<file path="config.mk">
export PLATFORM = sky130hd
export DESIGN_NAME = branch_hazard_ctrl_flat
export DESIGN_NICKNAME = d
export VERILOG_FILES = /design/src/rtl/branch_hazard_ctrl_if.sv /design/src/rtl/branch_hazard_ctrl.sv /design/src/flat_wrapper.sv
export SDC_FILE = /design/constraint.sdc
export NUM_CORES = 1
export LEC_CHECK = 0
export CAP_MARGIN = 30
export CELL_PAD_IN_SITES_DETAIL_PLACEMENT = 0
export CELL_PAD_IN_SITES_GLOBAL_PLACEMENT = 1
export CORE_MARGIN = 2
export CORE_UTILIZATION = 36
export CTS_BUF_LIST = sky130_fd_sc_hd__clkbuf_2
export DETAILED_ROUTE_END_ITERATION = 8
export PLACE_DENSITY_LB_ADDON = 0.1
export SYNTH_ARGS = -nofsm -noshare
export SYNTH_HDL_FRONTEND = slang
export SYNTH_SLANG_ARGS = --single-unit
</file>
<file path="constraint.sdc">
create_clock -name clk -period 4.9 [get_ports clk]
set_input_delay 0.98 -clock clk [delete_from_list [all_inputs] [get_ports clk]]
set_output_delay 0.98 -clock clk [all_outputs]
set_load 0.02 [all_outputs]
</file>
<file path="src/rtl/branch_hazard_ctrl_if.sv">
// Pipeline-side view of the ID-stage branch hazard controller: hazard inputs,
// comparator feedback, and the stall/forward/redirect controls it returns.
interface branch_hazard_ctrl_if;
    logic       Branch_ID;
    logic       Bne_ID;
    logic [4:0] Rs_ID;
    logic [4:0] Rt_ID;
    logic       RegWrite_EX;
    logic       MemRead_EX;
    logic [4:0] Write_Reg_EX;
    logic       RegWrite_MEM;
    logic       MemRead_MEM;
    logic [4:0] Write_Reg_MEM;
    logic       Comparetor_ID;
    logic       Forward_C_ID;
    logic       Forward_D_ID;
    logic       Stall_ID;
    logic       Bubble_EX;
    logic       Branch_Taken_ID;
    logic       Flush_IF_ID;

    modport master (
        output Branch_ID, Bne_ID, Rs_ID, Rt_ID,
        output RegWrite_EX, MemRead_EX, Write_Reg_EX,
        output RegWrite_MEM, MemRead_MEM, Write_Reg_MEM,
        output Comparetor_ID,
        input  Forward_C_ID, Forward_D_ID, Stall_ID, Bubble_EX,
        input  Branch_Taken_ID, Flush_IF_ID
    );

    modport slave (
        input  Branch_ID, Bne_ID, Rs_ID, Rt_ID,
        input  RegWrite_EX, MemRead_EX, Write_Reg_EX,
        input  RegWrite_MEM, MemRead_MEM, Write_Reg_MEM,
        input  Comparetor_ID,
        output Forward_C_ID, Forward_D_ID, Stall_ID, Bubble_EX,
        output Branch_Taken_ID, Flush_IF_ID
    );
endinterface

</file>
<file path="src/rtl/branch_hazard_ctrl.sv">
// ID-stage branch hazard controller: stalls a BEQ/BNE behind EX/MEM producers,
// drives the comparator forwarding selects and resolves the branch.
module branch_hazard_ctrl #(
    parameter int unsigned CNT_W = 16
) (
    input  logic                 clk,
    input  logic                 reset,
    branch_hazard_ctrl_if.slave  bus,
    output logic [CNT_W-1:0]     Branch_Count,
    output logic [CNT_W-1:0]     Stall_Count
);

    typedef enum logic [1:0] {
        IDLE    = 2'd0,
        STALL   = 2'd1,
        RESOLVE = 2'd2
    } state_t;

    state_t     state, state_nxt;
    logic [1:0] cnt, cnt_nxt;
    logic [1:0] need_rs, need_rt, need;
    logic       br;
    logic       resolve;
    logic       fwd_c, fwd_d, stall, taken;
    logic       br_inc;

    // Stall cycles a single branch operand still needs before it can be compared.
    function automatic logic [1:0] op_need(
        input logic [4:0] r,
        input logic       rw_ex,
        input logic       mr_ex,
        input logic [4:0] wr_ex,
        input logic       rw_mem,
        input logic       mr_mem,
        input logic [4:0] wr_mem
    );
        if (r == 5'd0)                               return 2'd0;
        if (mr_ex && rw_ex && (wr_ex == r))          return 2'd2;
        if (rw_ex && (wr_ex == r))                   return 2'd1;
        if (mr_mem && rw_mem && (wr_mem == r))       return 2'd1;
        return 2'd0;
    endfunction

    assign br = bus.Branch_ID | bus.Bne_ID;

    always_comb begin
        need_rs = op_need(bus.Rs_ID, bus.RegWrite_EX, bus.MemRead_EX, bus.Write_Reg_EX,
                          bus.RegWrite_MEM, bus.MemRead_MEM, bus.Write_Reg_MEM);
        need_rt = op_need(bus.Rt_ID, bus.RegWrite_EX, bus.MemRead_EX, bus.Write_Reg_EX,
                          bus.RegWrite_MEM, bus.MemRead_MEM, bus.Write_Reg_MEM);
        need    = (need_rs > need_rt) ? need_rs : need_rt;
    end

    // Next state, stall sequencing and the resolution-cycle controls.
    always_comb begin
        state_nxt = state;
        cnt_nxt   = cnt;
        stall     = 1'b0;
        resolve   = 1'b0;
        fwd_c     = 1'b0;
        fwd_d     = 1'b0;
        taken     = 1'b0;
        br_inc    = 1'b0;

        if (!reset) begin
            case (state)
                IDLE: begin
                    if (br) begin
                        if (need != 2'd0) begin
                            stall     = 1'b1;
                            cnt_nxt   = 2'(need - 2'd1);
                            state_nxt = (need == 2'd2) ? STALL : RESOLVE;
                        end else begin
                            resolve = 1'b1;
                        end
                    end
                end
                STALL: begin
                    stall = 1'b1;
                    if (cnt <= 2'd1) begin
                        cnt_nxt   = 2'd0;
                        state_nxt = RESOLVE;
                    end else begin
                        cnt_nxt = 2'(cnt - 2'd1);
                    end
                end
                RESOLVE: begin
                    resolve   = 1'b1;
                    state_nxt = IDLE;
                end
                default: begin
                    state_nxt = IDLE;
                    cnt_nxt   = 2'd0;
                end
            endcase
        end

        if (resolve) begin
            fwd_c  = bus.RegWrite_MEM & ~bus.MemRead_MEM &
                     (bus.Write_Reg_MEM == bus.Rs_ID) & (bus.Rs_ID != 5'd0);
            fwd_d  = bus.RegWrite_MEM & ~bus.MemRead_MEM &
                     (bus.Write_Reg_MEM == bus.Rt_ID) & (bus.Rt_ID != 5'd0);
            taken  = (bus.Branch_ID & bus.Comparetor_ID) | (bus.Bne_ID & ~bus.Comparetor_ID);
            br_inc = br;
        end
    end

    assign bus.Forward_C_ID    = fwd_c;
    assign bus.Forward_D_ID    = fwd_d;
    assign bus.Stall_ID        = stall;
    assign bus.Bubble_EX       = stall;
    assign bus.Branch_Taken_ID = taken;
    assign bus.Flush_IF_ID     = taken;

    // State and saturating statistics counters.
    always_ff @(posedge clk) begin
        if (reset) begin
            state        <= IDLE;
            cnt          <= 2'd0;
            Branch_Count <= '0;
            Stall_Count  <= '0;
        end else begin
            state <= state_nxt;
            cnt   <= cnt_nxt;
            if (br_inc && (Branch_Count != {CNT_W{1'b1}}))
                Branch_Count <= Branch_Count + CNT_W'(1);
            if (stall && (Stall_Count != {CNT_W{1'b1}}))
                Stall_Count <= Stall_Count + CNT_W'(1);
        end
    end

endmodule

</file>
<file path="src/flat_wrapper.sv">
// flat-port wrapper written by rule: the top's interface ports become plain ports
module branch_hazard_ctrl_flat 
#(
    parameter int unsigned CNT_W = 16
)
  (clk, reset, Branch_Count, Stall_Count, bus_Branch_ID, bus_Bne_ID, bus_Rs_ID, bus_Rt_ID, bus_RegWrite_EX, bus_MemRead_EX, bus_Write_Reg_EX, bus_RegWrite_MEM, bus_MemRead_MEM, bus_Write_Reg_MEM, bus_Comparetor_ID, bus_Forward_C_ID, bus_Forward_D_ID, bus_Stall_ID, bus_Bubble_EX, bus_Branch_Taken_ID, bus_Flush_IF_ID);
  branch_hazard_ctrl_if bus_i ();
  input  logic clk;
  input  logic reset;
  output logic [CNT_W-1:0] Branch_Count;
  output logic [CNT_W-1:0] Stall_Count;
  input wire logic [$bits(bus_i.Branch_ID)-1:0] bus_Branch_ID;
  input wire logic [$bits(bus_i.Bne_ID)-1:0] bus_Bne_ID;
  input wire logic [$bits(bus_i.Rs_ID)-1:0] bus_Rs_ID;
  input wire logic [$bits(bus_i.Rt_ID)-1:0] bus_Rt_ID;
  input wire logic [$bits(bus_i.RegWrite_EX)-1:0] bus_RegWrite_EX;
  input wire logic [$bits(bus_i.MemRead_EX)-1:0] bus_MemRead_EX;
  input wire logic [$bits(bus_i.Write_Reg_EX)-1:0] bus_Write_Reg_EX;
  input wire logic [$bits(bus_i.RegWrite_MEM)-1:0] bus_RegWrite_MEM;
  input wire logic [$bits(bus_i.MemRead_MEM)-1:0] bus_MemRead_MEM;
  input wire logic [$bits(bus_i.Write_Reg_MEM)-1:0] bus_Write_Reg_MEM;
  input wire logic [$bits(bus_i.Comparetor_ID)-1:0] bus_Comparetor_ID;
  output wire logic [$bits(bus_i.Forward_C_ID)-1:0] bus_Forward_C_ID;
  output wire logic [$bits(bus_i.Forward_D_ID)-1:0] bus_Forward_D_ID;
  output wire logic [$bits(bus_i.Stall_ID)-1:0] bus_Stall_ID;
  output wire logic [$bits(bus_i.Bubble_EX)-1:0] bus_Bubble_EX;
  output wire logic [$bits(bus_i.Branch_Taken_ID)-1:0] bus_Branch_Taken_ID;
  output wire logic [$bits(bus_i.Flush_IF_ID)-1:0] bus_Flush_IF_ID;
  assign bus_i.Branch_ID = bus_Branch_ID;
  assign bus_i.Bne_ID = bus_Bne_ID;
  assign bus_i.Rs_ID = bus_Rs_ID;
  assign bus_i.Rt_ID = bus_Rt_ID;
  assign bus_i.RegWrite_EX = bus_RegWrite_EX;
  assign bus_i.MemRead_EX = bus_MemRead_EX;
  assign bus_i.Write_Reg_EX = bus_Write_Reg_EX;
  assign bus_i.RegWrite_MEM = bus_RegWrite_MEM;
  assign bus_i.MemRead_MEM = bus_MemRead_MEM;
  assign bus_i.Write_Reg_MEM = bus_Write_Reg_MEM;
  assign bus_i.Comparetor_ID = bus_Comparetor_ID;
  assign bus_Forward_C_ID = bus_i.Forward_C_ID;
  assign bus_Forward_D_ID = bus_i.Forward_D_ID;
  assign bus_Stall_ID = bus_i.Stall_ID;
  assign bus_Bubble_EX = bus_i.Bubble_EX;
  assign bus_Branch_Taken_ID = bus_i.Branch_Taken_ID;
  assign bus_Flush_IF_ID = bus_i.Flush_IF_ID;
  branch_hazard_ctrl #(.CNT_W(CNT_W)) u_core (.clk(clk), .reset(reset), .bus(bus_i), .Branch_Count(Branch_Count), .Stall_Count(Stall_Count));
endmodule
</file>
==> summary.md <==
| Metric | Value |
|---|---|
| Result of the run | finished clean |
| Top-Level Pins | 67 |
| PwrDens | 161 nW/um2 |
| Total leakage power | 1.36 nW |
| H-tree lvl count | 2 |
| Die span in x | 84.2 um |
| Path depth of the worst reg2reg path | 6 |
| Commonest register cell after synthesis | sky130_fd_sc_hd__dfxtp_1 |
| Placed Instance Area | 3260 um2 |
| Post-synthesis instance total | 281 |
| Critical path required time | 3.92 ns |
| Register-to-register setup slack | 2.79 ns |
| Maximum clock skew at final layout | 0.0303 ns |
| Crit Path Category | input pin to primary output |
| Antenna-violating nets left | 0 |
| Startpoint type of the worst setup path | input pin |
| Total power after layout | 0.000563 W |
| Synth top area cells | sky130_fd_sc_hd__dfxtp_1 (31%), sky130_fd_sc_hd__xnor2_1 (6.8%), sky130_fd_sc_hd__xor2_1 (6.8%) |
| Min-Delay Endpoint | u_core.Branch_Count[15]$_SDFFE_PP0P_ |
| Largest net degree at the start of global routing | 21 |
| Clock tree from TritonCTS | built |
| Fill cells | 602 |
| Most common library cell in the layout ignoring fill and taps | sky130_fd_sc_hd__buf_4 |
| Vertical die dimension | 84.2 um |
| FMAX | 211 MHz |
| Worst vdd ir | 90.0 uV |
| DRC Markers | 0 |
| Synth Area per Inst | 8.23 um2 |
| Layout Area Growth over Synthesis | 51.5% |
| Number of DRC markers in iteration 0 | 95 |
| Most area-hungry cell type in the Yosys netlist | sky130_fd_sc_hd__dfxtp_1 |
| Number of distinct library cells after synthesis | 50 |
| Final Hold Fails | 0 |
| Share of post-route cells with drive strength above 1 | 0.264 |
| Pin slew with the least headroom to its limit | 0.573 ns |
| Total wire length | 6.81 mm |
| Worst-case headroom to the max-slew limit | 0.618 |
| Number of enable flip-flop cells after synthesis | 0 |
| Final cycle utilization of the critical path | 0.970 |
| Number of setup violations in the final report | 0 |
| Critical path arrival | 3.77 ns |
| Crit path time final | 4.75 ns |
| Portion of synthesized cell area occupied by the leading cell type | 0.312 |
| Vias/cell | 5.28 |
| Hold/Removal Path Class | flop to flop |
| Final TNS setup | 0 ns |
| Synthesized flop and latch total | 36 |
| Crit end category | primary output |
| Global router's overall resource usage | 0.191 |
| CP max-delay cell | sky130_fd_sc_hd__dlygate4sd2_1 |
| Clock Sinks | 36 |
| Die Area | 7080 um2 |
| Final weighted congestion in routability-driven placement | 0.867 |
| Floorplan Core Area | 6280 um2 |
| TritonCTS buffer count | 5 |
| Number of antenna cells inserted | 0 |
| Global route overflow | 0 |
| Post-route cell area | 3500 um2 |
| Library cell appearing most often on the critical path | sky130_fd_sc_hd__buf_4 |
| Async set-or-reset flop fraction in the synthesized netlist | 0 |
| Warnings, synthesis | 0 |
| Part of the Yosys area used for sequential elements | 0.312 |
| Hold path startpoint | u_core.Branch_Count[15]$_SDFFE_PP0P_ |
| Clock root buffer | sky130_fd_sc_hd__clkbuf_2 |
| Sum of net half-perimeters after detailed placement | 4.81 mm |
| Startpoint of the most critical register-to-register path | u_core.Branch_Count[7]$_SDFFE_PP0P_ |
| Number of buffers inserted by port buffering | 66 |
| Initial antenna violation count | 0 |
| Largest driver fanout on the critical path | 2 |
| Critical path, cell by cell | dlygate4sd2_1 > xor2_1 > nor3_2 > nand4_1 > buf_4 > buf_4 > buf_4 > buf_4 > buf_4 > buf_4 > buf_4 > buf_4 > buf_4 > buf_4 > buf_4 > buf_4 > buf_4 > buf_4 > buf_4 > nor2_1 > buf_4 |
| Clk pin slew, worst setup/hold paths | 0.19 ns |
| End of the worst register-to-register path | u_core.Branch_Count[1]$_SDFFE_PP0P_ |
| Average routed wire per standard cell | 14.3 um |
| Starting density of the core | 0.369 |
| Instance count along the most critical hold path | 1 |
| Max Slew Vio Count | 0 |
| Via Count | 2506 |
| Clock latency on the worst-skew pair | 0.38 ns |
| Worst hold margin | 0.517 ns |
| Cell Area, Synth | 2310 um2 |
| Most frequent cells in the layout | sky130_fd_sc_hd__buf_4 (53), sky130_fd_sc_hd__clkdlybuf4s50_1 (39), sky130_fd_sc_hd__dfxtp_1 (36), sky130_fd_sc_hd__nor2_1 (32), sky130_fd_sc_hd__nand2_1 (22) |
| Peak per-stage delay on the critical path | 0.26 ns |
| Vias in the first global route | 2407 |
| Max-cap violations | 0 |
| Nets in the synthesized netlist | 317 |
| First-pass GRT wire length | 11.1 mm |
| Utilization of the core after routing | 0.558 |
| Length of the first detailed-routing pass in iterations | 4 |
| Standard-cell row count | 29 |
| Number of buffers on the longest clock path | 2 |
| Total Nets Final | 434 |
[synthesized netlist by cell type (all sizes together) (6+ instances only)]
library cell	number
nand4	9
o211ai	6
nor2	34
nor4	8
and3	7
nor3	20
ha	7
xor2	18
inv	8
a21oi	6
o21ai	7
dfxtp	36
xnor2	18
nand3	16
nand2	23
[sequential cells by signal, summed over array words and instances (netlist names)]
register,count
u_core.Stall_Count,16
u_core.state,2
u_core.Branch_Count,16
u_core.cnt,2
[worst max path at each step]
| stage | start | to | cells past startpoint |
|---|---|---|---|
| detailed placement | bus_Rs_ID[0] | bus_Forward_C_ID | 19 |
| finish | bus_Write_Reg_MEM[3] | bus_Forward_C_ID | 21 |
| global placement | bus_Rs_ID[0] | bus_Forward_C_ID | 19 |
| floorplan | bus_Rs_ID[2] | bus_Flush_IF_ID | 14 |
| global route | bus_Rs_ID[4] | bus_Forward_D_ID | 18 |
| CTS | bus_Write_Reg_MEM[2] | bus_Forward_C_ID | 17 |
[report_power, final]
group / switching, W / leakage [nW] / internal, W / total (W)
Sequential: 0.00000544 / 0.290 / 0.000297 / 0.000303
Combinational: 0.0000614 / 1.04 / 0.0000653 / 0.000127
Clock: 0.0000992 / 0.0288 / 0.0000341 / 0.000133
Total: 0.000166 / 1.36 / 0.000397 / 0.000563
[kinds of logic (layout without fill, tap and decap cells)]
| family | Yosys count | count (layout) | synth area share |
|---|---|---|---|
| xor+xnor | 36 | 36 | 0.136 |
| flops | 36 | 36 | 0.312 |
| buf+inv | 16 | 133 | 0.0330 |
| fa+ha+maj | 7 | 7 | 0.0379 |
| compound gates | 42 | 42 | 0.135 |
| simple gates | 140 | 140 | 0.329 |
| mux | 4 | 4 | 0.0173 |
[per-layer routing]
layer	GRT usage	vias up	wire, um
met5	0	-	0
met3	0.0383	8	258
met1	0.253	1180	3140
li1	-	1261	-
met2	0.317	57	3320
met4	0.0513	0	88
[layout make-up]
class / instances / area (um2) / area share
clock inverter: 1 / 5.00 / 0.00143
sequential: 36 / 721 / 0.206
inverter: 8 / 30.0 / 0.00857
clock buffer: 6 / 30.0 / 0.00857
multi-input combinational: 229 / 1610 / 0.461
tap: 77 / 96.3 / 0.0275
timing repair buffer: 118 / 1010 / 0.288
[critical path, delay by kind of cell]
kind | cells | cell delay, ns
xor gates and xnor gates | 1 | 0.17
and+or+nand+nor | 3 | 0.34
buffers and inverters | 17 | 2.27
[repair_timing]
item | in CTS | in global routing
pin swaps | 11 | 20
resized for setup | 53 | 32
endpoints found under the setup margin | 6 | 6
buffers inserted | 16 | 5
hold buffers | 0 | 0
[stage by stage]
stage / instances / setup WS [ns]
3_5_place_dp: 447 / -0.717
2_1_floorplan: 281 / 0.175
5_1_grt: 475 / -0.00494
4_1_cts: 470 / 0.0113
6_report: 475 / 0.149
3_3_place_gp: 447 / -0.701
No activity file was read; power rests on OpenSTA's default activity.
==> RTL change (config.mk and constraints unchanged) <==
The 3 states of `state_t` get a one-hot encoding in 3 bits.
--- a/src/rtl/branch_hazard_ctrl.sv
+++ b/src/rtl/branch_hazard_ctrl.sv
@@ -10,10 +10,10 @@
     output logic [CNT_W-1:0]     Stall_Count
 );
 
-    typedef enum logic [1:0] {
-        IDLE    = 2'd0,
-        STALL   = 2'd1,
-        RESOLVE = 2'd2
+    typedef enum logic [2:0] {
+        IDLE    = 3'b001,
+        STALL   = 3'b010,
+        RESOLVE = 3'b100
     } state_t;
 
     state_t     state, state_nxt;
Behaviour: same outputs for any inputs over 10 cycles, from zero or initial values and one cycle with reset high; not proved beyond that.
==> RTL change against the original RTL <==
- via count down 1.6%
- power increased by 0.30%
- setup slack got worse by 0.10 ns
- area after synthesis increased by 4.6%
- design area increased by 5.6%
- sequential cell count up 1
- routed wire length down 3.1%
- critical endpoint is now bus_Stall_ID
==> RTL change: results (changes against the original RTL) <==
Power
  • Relative contribution of the clock network to total power: 23.1% (-0.6 points)
  • Switching power total: 0.161 mW (-3.2%)
  • Leakage power: 1.45 nW (+6.2%)
  • Seq pwr: 0.308 mW (+2%)
  • Max IR drop VDD: 0.136 mV (+51%)
  • Power drawn by the clock network: 0.130 mW

Setup path
  • Largest stage delay on the critical path: 0.29 ns (+0.03 ns)
  • Startpoint of the most critical setup path: bus_Rs_ID[3]
  • Worst-case register-to-register setup slack: 2.79 ns (about the same)
  • Worst R2R End: u_core.Branch_Count[15]
  • Top delay family on crit path: simple AND/OR/NAND/NOR gates
  • Capturing element of the worst setup path: bus_Stall_ID
  • Reg2Reg Launch Point: u_core.Branch_Count[0]
  • Critical-path top delay cell: sky130_fd_sc_hd__nor4_2
  • Worst path arrival time: 3.87 ns (+0.10 ns)
  • CP Max Fanout: 3 (+1)

GRT
  • Antenna violations before repair: 0 (unchanged)
  • Vias in the first global route: 2398 (-0.37%)
  • Overall fraction of global-route tracks in use: 17.7% (-1.4 points)
  • Global-route wire length before repair: 10700 µm (-3.3%)
  • Maximum number of pins on one net before global-route repair: 33 (+57%)

Timing
  • Least-Margin Pin Slew: 0.645 ns (+0.0716 ns)
  • Worst setup skew after layout: 0.0104 ns (-0.0199 ns)
  • WHS: 0.502 ns (-0.0146 ns)
  • Crit share post-route: 99.1% (+2.1 points)

Route
  • DR vias/cell: 5.08 (-3.6%)
  • Total routed wirelength: 6600 µm (-3.1%)
  • Iteration-0 DRC Markers: 62 (-35%)

Synth
  • Count of unique library cells instantiated by Yosys: 51 (+2.0%)
  • Most used standard cells in the synthesized netlist: sky130_fd_sc_hd__nor2_1, sky130_fd_sc_hd__dfxtp_1, sky130_fd_sc_hd__xnor2_1
  • Syn_area_per_cell: 8.43 µm² (+2.4%)
  • Share of the yosys chip area belonging to registers: 30.6% (-0.54 points)
  • Top area cells in the synthesized netlist: sky130_fd_sc_hd__dfxtp_1, sky130_fd_sc_hd__xnor2_1, sky130_fd_sc_hd__xor2_1, sky130_fd_sc_hd__nor2_1, sky130_fd_sc_hd__nor3_1
  • Total nets after synthesis: 323 (+1.9%)

Final layout
  • Final cell count without fillers: 485 (+2.1%)
  • Ratio of cells with drive above 1 in the final layout: 30.1% (+3.8 points)
  • Number of nets in the final layout: 443 (+2.1%)
  • Largest registers: u_core.Branch_Count x16, u_core.Stall_Count x16, u_core.state x3

Clock tree
  • Cell at the root of the clock tree: sky130_fd_sc_hd__clkbuf_2
  • CTS clock-pin slew for the worst setup and hold paths: 0.17 ns (-0.02 ns)

Place
  • Placed inst area: 3350 µm² (+2.6%)
  • Number of placed instances, taps included: 451 (+0.89%)
  • Placer congestion estimate: 0.845 (-2.5%)
  • Placed wire-length estimate after detailed placement: 4610 µm (-4.0%)
  • Minimum setup slack after placement: -0.785 ns (-0.0682 ns)

Status
  • Run status: completed
## RTL change: what timing repair did
action / CTS / global route
resized for setup: 74 / 32
pin swaps: 20 / 19
buffers inserted: 21 / 5
setup endpoints to repair: 6 / 6
## RTL change: cells by family after synthesis
family | count (synthesis) | synth area share, %
flip-flops | 37 | 30.6
multiplexers | 6 | 2.53
adder cells (fa/ha/maj) | 7 | 3.62
buffers and inverters | 22 | 4.81
AO/OA/AOI/OAI | 27 | 9.05
AND/OR/NAND/NOR | 146 | 34.2
XOR/XNOR | 42 | 15.2
## RTL change: final cells by class
cell class / instances / area [µm²]
fillers: 592 / 2720
repair buffers: 126 / 1060
inverters: 9 / 33.8
well taps: 77 / 96.3
clock buffers: 5 / 25.0
clock inverters: 3 / 12.5
flip-flops and latches: 37 / 741
multi-input cells: 228 / 1740
## RTL change: routing by layer
layer	global-route usage (%)	vias up	share of wire [%]
met3	3.66	11	4.5
met1	22.4	1161	46
li1	-	1246	-
met4	4.91	0	1.6
met5	0	-	0
met2	30.5	48	48
